$ cat src/rtl/os_pkg.sv
// ============================================================================
// Module   : os_pkg
// Brief    : Shared constants and types for the output-stationary datapath.
// Revision : 1.0
// ============================================================================
`default_nettype none

package os_pkg;

    localparam int COL         = 8;
    localparam int PSUM_BW     = 16;
    localparam int OFIFO_DEPTH = 16;

    typedef logic [PSUM_BW-1:0]             psum_t;
    typedef logic [$clog2(OFIFO_DEPTH)-1:0] ofifo_ptr_t;

endpackage

`default_nettype wire

$ cat src/rtl/ofifo_lane.sv
// ============================================================================
// Module   : ofifo_lane
// Brief    : Single-column first-word-fall-through FIFO lane of the OS output bank.
// Revision : 1.0
// ============================================================================
`default_nettype none

module ofifo_lane
    import os_pkg::*;
#(
    parameter int PSUM_BW = os_pkg::PSUM_BW,
    parameter int DEPTH   = OFIFO_DEPTH,
    parameter int PTR_BW  = $clog2(OFIFO_DEPTH)
) (
    input  logic               clk,
    input  logic               reset,
    input  logic               wr,
    input  logic               rd,
    input  logic [PSUM_BW-1:0] in,
    output logic [PSUM_BW-1:0] out,
    output logic               empty,
    output logic               full,
    output logic               ovf_pulse
);

    localparam logic [PTR_BW:0] c_depth = (PTR_BW+1)'(DEPTH);

    logic [PSUM_BW-1:0] r_mem [DEPTH];
    logic [PTR_BW-1:0]  r_wptr;
    logic [PTR_BW-1:0]  r_rptr;
    logic [PTR_BW:0]    r_count;
    logic [PTR_BW:0]    w_count_next;
    logic               r_full;
    logic               w_wr_en;

    // rd is the bank-wide qualified pop, so a full lane always has room when it is set
    assign w_wr_en   = wr && (!r_full || rd);
    assign ovf_pulse = wr && r_full && !rd;

    always_comb begin
        w_count_next = r_count;
        if (w_wr_en && !rd)
            w_count_next = r_count + 1'b1;
        else if (!w_wr_en && rd)
            w_count_next = r_count - 1'b1;
    end

    always_ff @(posedge clk) begin
        if (w_wr_en)
            r_mem[r_wptr] <= in;
    end

    always_ff @(posedge clk or negedge reset) begin
        if (!reset) begin
            r_wptr  <= '0;
            r_rptr  <= '0;
            r_count <= '0;
            r_full  <= 1'b0;
        end else begin
            if (w_wr_en)
                r_wptr <= r_wptr + 1'b1;
            if (rd)
                r_rptr <= r_rptr + 1'b1;
            r_count <= w_count_next;
            r_full  <= (w_count_next == c_depth);
        end
    end

    assign out   = r_mem[r_rptr];
    assign empty = (r_count == '0);
    assign full  = r_full;

endmodule

`default_nettype wire

$ cat src/rtl/os_ofifo.sv
// ============================================================================
// Module   : os_ofifo
// Brief    : Column-lane output FIFO bank releasing complete aligned rows.
//            Define OFIFO_OVF_CNT_EN to build the saturating dropped-write counter.
// Revision : 1.0
// ============================================================================
`default_nettype none

module os_ofifo
    import os_pkg::*;
#(
    parameter int COL     = os_pkg::COL,
    parameter int PSUM_BW = os_pkg::PSUM_BW,
    parameter int DEPTH   = OFIFO_DEPTH,
    parameter int PTR_BW  = $clog2(OFIFO_DEPTH)
) (
    input  logic                   clk,
    input  logic                   reset,
    input  logic [COL*PSUM_BW-1:0] in,
    input  logic [COL-1:0]         wr,
    input  logic                   rd,
    output logic [COL*PSUM_BW-1:0] out,
    output logic                   o_valid,
    output logic                   o_full,
    output logic                   o_ovf,
    output logic [7:0]             ovf_cnt
);

    logic [COL*PSUM_BW-1:0] w_row;
    logic [COL-1:0]         w_empty;
    logic [COL-1:0]         w_full;
    logic [COL-1:0]         w_ovf;
    logic                   w_pop;
    logic                   r_ovf;

    assign w_pop = rd && o_valid;

    generate
        for (genvar c = 0; c < COL; c++) begin : g_lane
            ofifo_lane #(
                .PSUM_BW (PSUM_BW),
                .DEPTH   (DEPTH),
                .PTR_BW  (PTR_BW)
            ) u_lane (
                .clk       (clk),
                .reset     (reset),
                .wr        (wr[c]),
                .rd        (w_pop),
                .in        (in[c*PSUM_BW +: PSUM_BW]),
                .out       (w_row[c*PSUM_BW +: PSUM_BW]),
                .empty     (w_empty[c]),
                .full      (w_full[c]),
                .ovf_pulse (w_ovf[c])
            );
        end
    endgenerate

    assign o_valid = ~|w_empty;
    assign o_full  = |w_full;
    assign out     = o_valid ? w_row : '0;

    always_ff @(posedge clk or negedge reset) begin
        if (!reset)
            r_ovf <= 1'b0;
        else if (|w_ovf)
            r_ovf <= 1'b1;
    end

    assign o_ovf = r_ovf;

`ifdef OFIFO_OVF_CNT_EN
    logic [7:0] r_ovf_cnt;
    logic [8:0] w_drop_sum;

    // several lanes may drop in one cycle; add them all before saturating
    always_comb begin
        w_drop_sum = {1'b0, r_ovf_cnt};
        for (int c = 0; c < COL; c++)
            w_drop_sum = w_drop_sum + 9'(w_ovf[c]);
    end

    always_ff @(posedge clk or negedge reset) begin
        if (!reset)
            r_ovf_cnt <= '0;
        else
            r_ovf_cnt <= w_drop_sum[8] ? 8'hFF : w_drop_sum[7:0];
    end

    assign ovf_cnt = r_ovf_cnt;
`else
    assign ovf_cnt = '0;
`endif

endmodule

`default_nettype wire
$ cat config.mk
export PLATFORM = sky130hd
export DESIGN_NAME = os_ofifo
export DESIGN_NICKNAME = d
export VERILOG_FILES = /design/src/rtl/os_pkg.sv /design/src/rtl/ofifo_lane.sv /design/src/rtl/os_ofifo.sv
export SDC_FILE = /design/constraint.sdc
export NUM_CORES = 2
export LEC_CHECK = 0
export BUFFER_PORTS_ARGS = -buffer_cell sky130_fd_sc_hd__buf_2
export CORE_MARGIN = 10
export CORE_UTILIZATION = 45
export DETAILED_ROUTE_END_ITERATION = 16
export PLACE_DENSITY = 0.63
export REMOVE_ABC_BUFFERS = 1
export SYNTH_ARGS = -nofsm -noshare
export SYNTH_HDL_FRONTEND = slang
export SYNTH_SLANG_ARGS = --single-unit
export TNS_END_PERCENT = 20
$ cat constraint.sdc
create_clock -name clk -period 3.47 [get_ports clk]
set_input_delay 1.041 -clock clk [delete_from_list [all_inputs] [get_ports clk]]
set_output_delay 1.041 -clock clk [all_outputs]
set_load 0.1 [all_outputs]
# Word level (Yosys, flattened, before mapping)
# Memories as Yosys holds them, arrays and structs flattened.
# Cells that the tools add are included.
# word_totals
register_bits,113
ram_bits,2048
elab_cells,192
memories,8
# op_classes
addsub,32
eq_ne,8
mux,33
reduce_logical,78
# mem_list
memory,depth,width,read_ports,rd_ports_with_merged_regs,write_ports,line,text
g_lane[0].u_lane.r_mem,16,16,1,0,1,ofifo_lane.sv:28,logic [PSUM_BW-1:0] r_mem [DEPTH];
g_lane[1].u_lane.r_mem,16,16,1,0,1,ofifo_lane.sv:28,
g_lane[2].u_lane.r_mem,16,16,1,0,1,ofifo_lane.sv:28,
g_lane[3].u_lane.r_mem,16,16,1,0,1,ofifo_lane.sv:28,
g_lane[4].u_lane.r_mem,16,16,1,0,1,ofifo_lane.sv:28,
g_lane[5].u_lane.r_mem,16,16,1,0,1,ofifo_lane.sv:28,
2 more memories,--,--,--,--,--,--,
# ops
cell,n
2-to-1 mux 128 bit,1
2-to-1 mux 5 bit,16
"adder 4 x 1 -> 4 bit, second input constant",16
logical AND 1 bit,41
"adder 5 x 1 -> 5 bit, second input constant",8
"equality test 5 bit, second input constant",8
logical NOT 5 bit,8
"subtractor 5 x 1 -> 5 bit, second input constant",8
OR reduction 8 bit,3
logical NOT 1 bit,18
2-to-1 mux 1 bit,16
logical OR 1 bit,8

# Logic depth before layout (Yosys ltp)
# logic_depth
depth_word,11
depth_mapped,13

# Modules after synthesis
# From an unflattened synthesis, not the netlist that was laid out.
# hier_totals
cells_unflattened,4188
area_unflattened_um2,85689.7
# modules_own_cells
module,n_inst,cells_each,area_per_inst_um2,seq_area_each_um2
ofifo_lane (g_lane[1].u_lane ...),7,485,10453.8,8037.7
ofifo_lane (g_lane[0].u_lane),1,485,10458.8,8037.7
os_ofifo,1,308,2054.5,25.0

# Worst setup path before layout
# OpenSTA, ideal clock, no wires.
# synth_path
path_kind,reg2out
start,reg g_lane[0].u_lane.r_count[0]
end,out out[11]
arrival_time_ns,3.395
path_slack_ns,-0.966
stages_incl_launch_ff,13
n_path_buf,4
cell_sequence,dfrtp_1 inv_1 ha_1 nor4b_2 a31oi_1 nand4_2 inv_2 buf_6 buf_4 buf_2 buf_2 o221ai_1 a21oi_1
# synth_via
elab_chain_cells,3
# synth_lines
item,line,text
start: declaration,ofifo_lane.sv:31,logic [PTR_BW:0] r_count;
start signal: assignment,ofifo_lane.sv:64,r_count <= w_count_next;
logical NOT 5 bit,ofifo_lane.sv:70,assign empty = (r_count == '0);
OR reduction 8 bit,os_ofifo.sv:58,assign o_valid = ~|w_empty;
2-to-1 mux 128 bit,os_ofifo.sv:60,assign out = o_valid ? w_row : '0;
end: declaration,os_ofifo.sv:22,"output logic [COL*PSUM_BW-1:0] out,"
# No other way between the ends.

# Worst setup path after layout
# layout_path
start,reg g_lane[6].u_lane.r_rptr[0]
end,out out[101]
# layout_via
elab_chain_cells,2
# layout_lines
item,line,text
start: declaration,ofifo_lane.sv:30,logic [PTR_BW-1:0] r_rptr;
start signal: assignment,ofifo_lane.sv:63,r_rptr <= r_rptr + 1'b1;
memory read (16 x 16 bit),--,
2-to-1 mux 128 bit,os_ofifo.sv:60,
# No other way between the ends.

==> impl_results.md <==
* Outcome: complete, but fails checks
* Failing checks: setup timing
* WL final at 194 mm
* Critical path launch point type: flip-flop
* Die height at 454 um
* Register-to-Register Setup Slack at 0.14 ns
* Post-route ant nets at 0
* Initial antenna violation count at 36
* Worst EP required at 2.43 ns
* Clock-pin slew on the worst setup and hold paths at 0.06 ns
* Syn Inst Count at 3867
* Hpwl dp at 111 mm
* Tmin final at 4.09 ns
* PortBufs at 269
* Wire length per cell at 26.7 um
* Clock sinks at 2161
* Commonest non-fill, non-tap cell in the layout: edfxtp_1
* Distinct cells, synth at 58
* Setup Skew at 0.0467 ns
* Final routed DRC violation total at 0
* CTS Buf Count at 215
* Hold Crit Class: in -> async
* Final Slew Violations at 0
* Average size of a mapped cell at 21.9 um^2
* FFs w/ async S/R, synth at 5.23%
* Max clock buf depth at 3
* Yosys warnings at 0
* Primary FF master, synth: edfxtp_1
* Initial DRC count at 3871
* Worst Max-Slew Pin Slew at 0.696 ns
* Count of final setup violators at 129
* Cell count of the worst reg-to-reg path at 13
* Post-Layout Cell Count at 7275
* Hold Vio Cnt, Final at 0
* FMAX at 0.244 GHz
* First-pass GRT wire length at 284 mm
* Core ar. at 188000 um^2
* Relative slew slack at 53.6%
* Final period util at 118%
* Die area at 206000 um^2
* Unrepaired setup endpoints after global routing: yes
* GRT Util Overall at 18.4%
* Gpl congestion at 0.757
* Cell Area, Synth at 84800 um^2
* Num rows at 159
* Largest net degree at the start of global routing at 52
* Most frequent cells in the layout: edfxtp_1, mux4_2, buf_12, buf_4, clkbuf_16
* I/O Pins at 278
* DR vias/cell at 5.65
* # Max-Cap Violations at 0
* TritonRoute pass-1 iters at 5
* # hold bufs at CTS at 0
* Fill cells at 13900
* Initial core utilization at 45.2%
* Die width at 454 um
* Overflow after GRT at 0
* Critical path fanouts, max at 9
* Share of cells above drive strength 1 at 38.3%
* EDFF count, synth at 2048
* Post-synthesis sequential area ratio at 75.9%
* Clk Latency, worst-skew pair at 0.85 ns
* Placed insts at 6749
* Area growth, synth to finish at 22.5%
* Critical Path AT at 3.05 ns
* Vias in the first global route at 42400
* Final #Nets at 4794
* CTS tree: built
* Synthesized flop and latch total at 2161
* DR vias at 41100
* Worst setup margin at -0.625 ns
* CP Capture Type: primary output
* Clk root buf: clkbuf_16
* # H-tree levels at 4
* Critical path class: reg -> out
## cell type report
cell class,instances,area [um^2],area share (%)
Clock inverter,137,1460,1.41
Inverter,39,159,0.153
Antenna cell,10,25.0,0.0241
Sequential cell,2161,64400,61.9
Clock buffer,259,5550,5.34
Multi-Input combinational cell,1471,20200,19.4
Tap cell,2495,3120,3.00
Timing Repair Buffer,703,9070,8.73
## path summary, 6_finish.rpt
path                                                   startpoint                                      end
min in group clk           g_lane[5].u_lane.r_rptr[3]$_DFFE_PN0P_   g_lane[5].u_lane.r_rptr[3]$_DFFE_PN0P_
max in group asynchronous                                   reset    g_lane[7].u_lane.r_count[0]$_DFF_PN0_
max reg2reg                 g_lane[0].u_lane.r_count[1]$_DFF_PN0_  g_lane[4].u_lane.r_mem[1][14]$_DFFE_PP_
min reg2reg                g_lane[5].u_lane.r_rptr[3]$_DFFE_PN0P_   g_lane[5].u_lane.r_rptr[3]$_DFFE_PN0P_
max                        g_lane[6].u_lane.r_rptr[0]$_DFFE_PN0P_                                 out[101]
min                                                         reset   g_lane[5].u_lane.r_rptr[2]$_DFFE_PN0P_
## flip-flops by register name (all words and copies together) (netlist names)
signal / flops
g_lane.u_lane.r_mem: 2048
g_lane.u_lane.r_rptr: 32
o_ovf: 1
g_lane.u_lane.r_count: 40
g_lane.u_lane.full: 8
g_lane.u_lane.r_wptr: 32
## synth_stat cells (22+ instances only)
| library cell | n | area (um^2) |
|---|---|---|
| ha_1 | 64 | 801 |
| and4_1 | 22 | 193 |
| o221ai_1 | 34 | 298 |
| mux2i_1 | 66 | 661 |
| and2_1 | 190 | 1190 |
| o21ai_0 | 44 | 220 |
| nor2_1 | 79 | 297 |
| a21oi_1 | 32 | 160 |
| dfrtp_1 | 113 | 2830 |
| buf_2 | 56 | 280 |
| clkbuf_1 | 99 | 372 |
| nor3_1 | 25 | 125 |
| nand4_1 | 23 | 144 |
| buf_1 | 32 | 120 |
| edfxtp_1 | 2048 | 61500 |
| nand2_1 | 81 | 304 |
| xnor2_1 | 72 | 631 |
| inv_1 | 38 | 143 |
| mux4_2 | 592 | 13300 |
## what timing repair did
item | CTS | global route
setup endpoints to repair | 129 | 130
gates resized for setup | 187 | 69
pin swaps | 65 | 12
setup buffers | 39 | 47
cloned | 12 | 24
## through the flow
stage	util, %	instance area [um^2]	hold WS [ns]	setup TNS, ns	setup WS (ns)
finish	55.4	104000	0.205	-66.71	-0.625
global route	55.4	104000	0.191	-81.73	-0.710
CTS	54.7	103000	0.143	-84.69	-0.806
detailed placement	50.3	94300	0.481	0	0.0377
global placement	50.3	94300	0.461	0	0.0607
floorplan	-	83900	0.459	-4422.07	-3.19
## per-layer routing
layer / vias up / global-route usage (%) / part of all wire, %
li1: 17600 / - / -
met1: 22000 / 24.8 / 41
met2: 1207 / 31.1 / 51
met3: 313 / 3.16 / 5.5
met4: 20 / 5.45 / 2.4
met5: - / 0 / 0.070
## cell families (layout without fill, tap and decap cells)
| group | count (synthesis) | in the layout | synth area share (%) |
|---|---|---|---|
| buffers and inverters | 242 | 1138 | 1.22 |
| muxes | 658 | 658 | 16.5 |
| AOI/OAI and AO/OA | 173 | 173 | 1.38 |
| DFF | 2161 | 2161 | 75.9 |
| other | 1 | 18 | 0.00442 |
| xor gates and xnor gates | 73 | 73 | 0.754 |
| and+or+nand+nor | 495 | 495 | 3.33 |
| adders and majority gates | 64 | 64 | 0.944 |
## worst max-delay path, cell delays in order (launching register included)
cell,delay [ns]
dfrtp_4,0.44
buf_12,0.19
buf_4,0.15
mux4_2,0.51
mux4_2,0.56
and2_4,0.20
buf_12,0.16
Power is not shown: default switching activity piles up to over one toggle a cycle in this logic, so the estimate is an artifact.
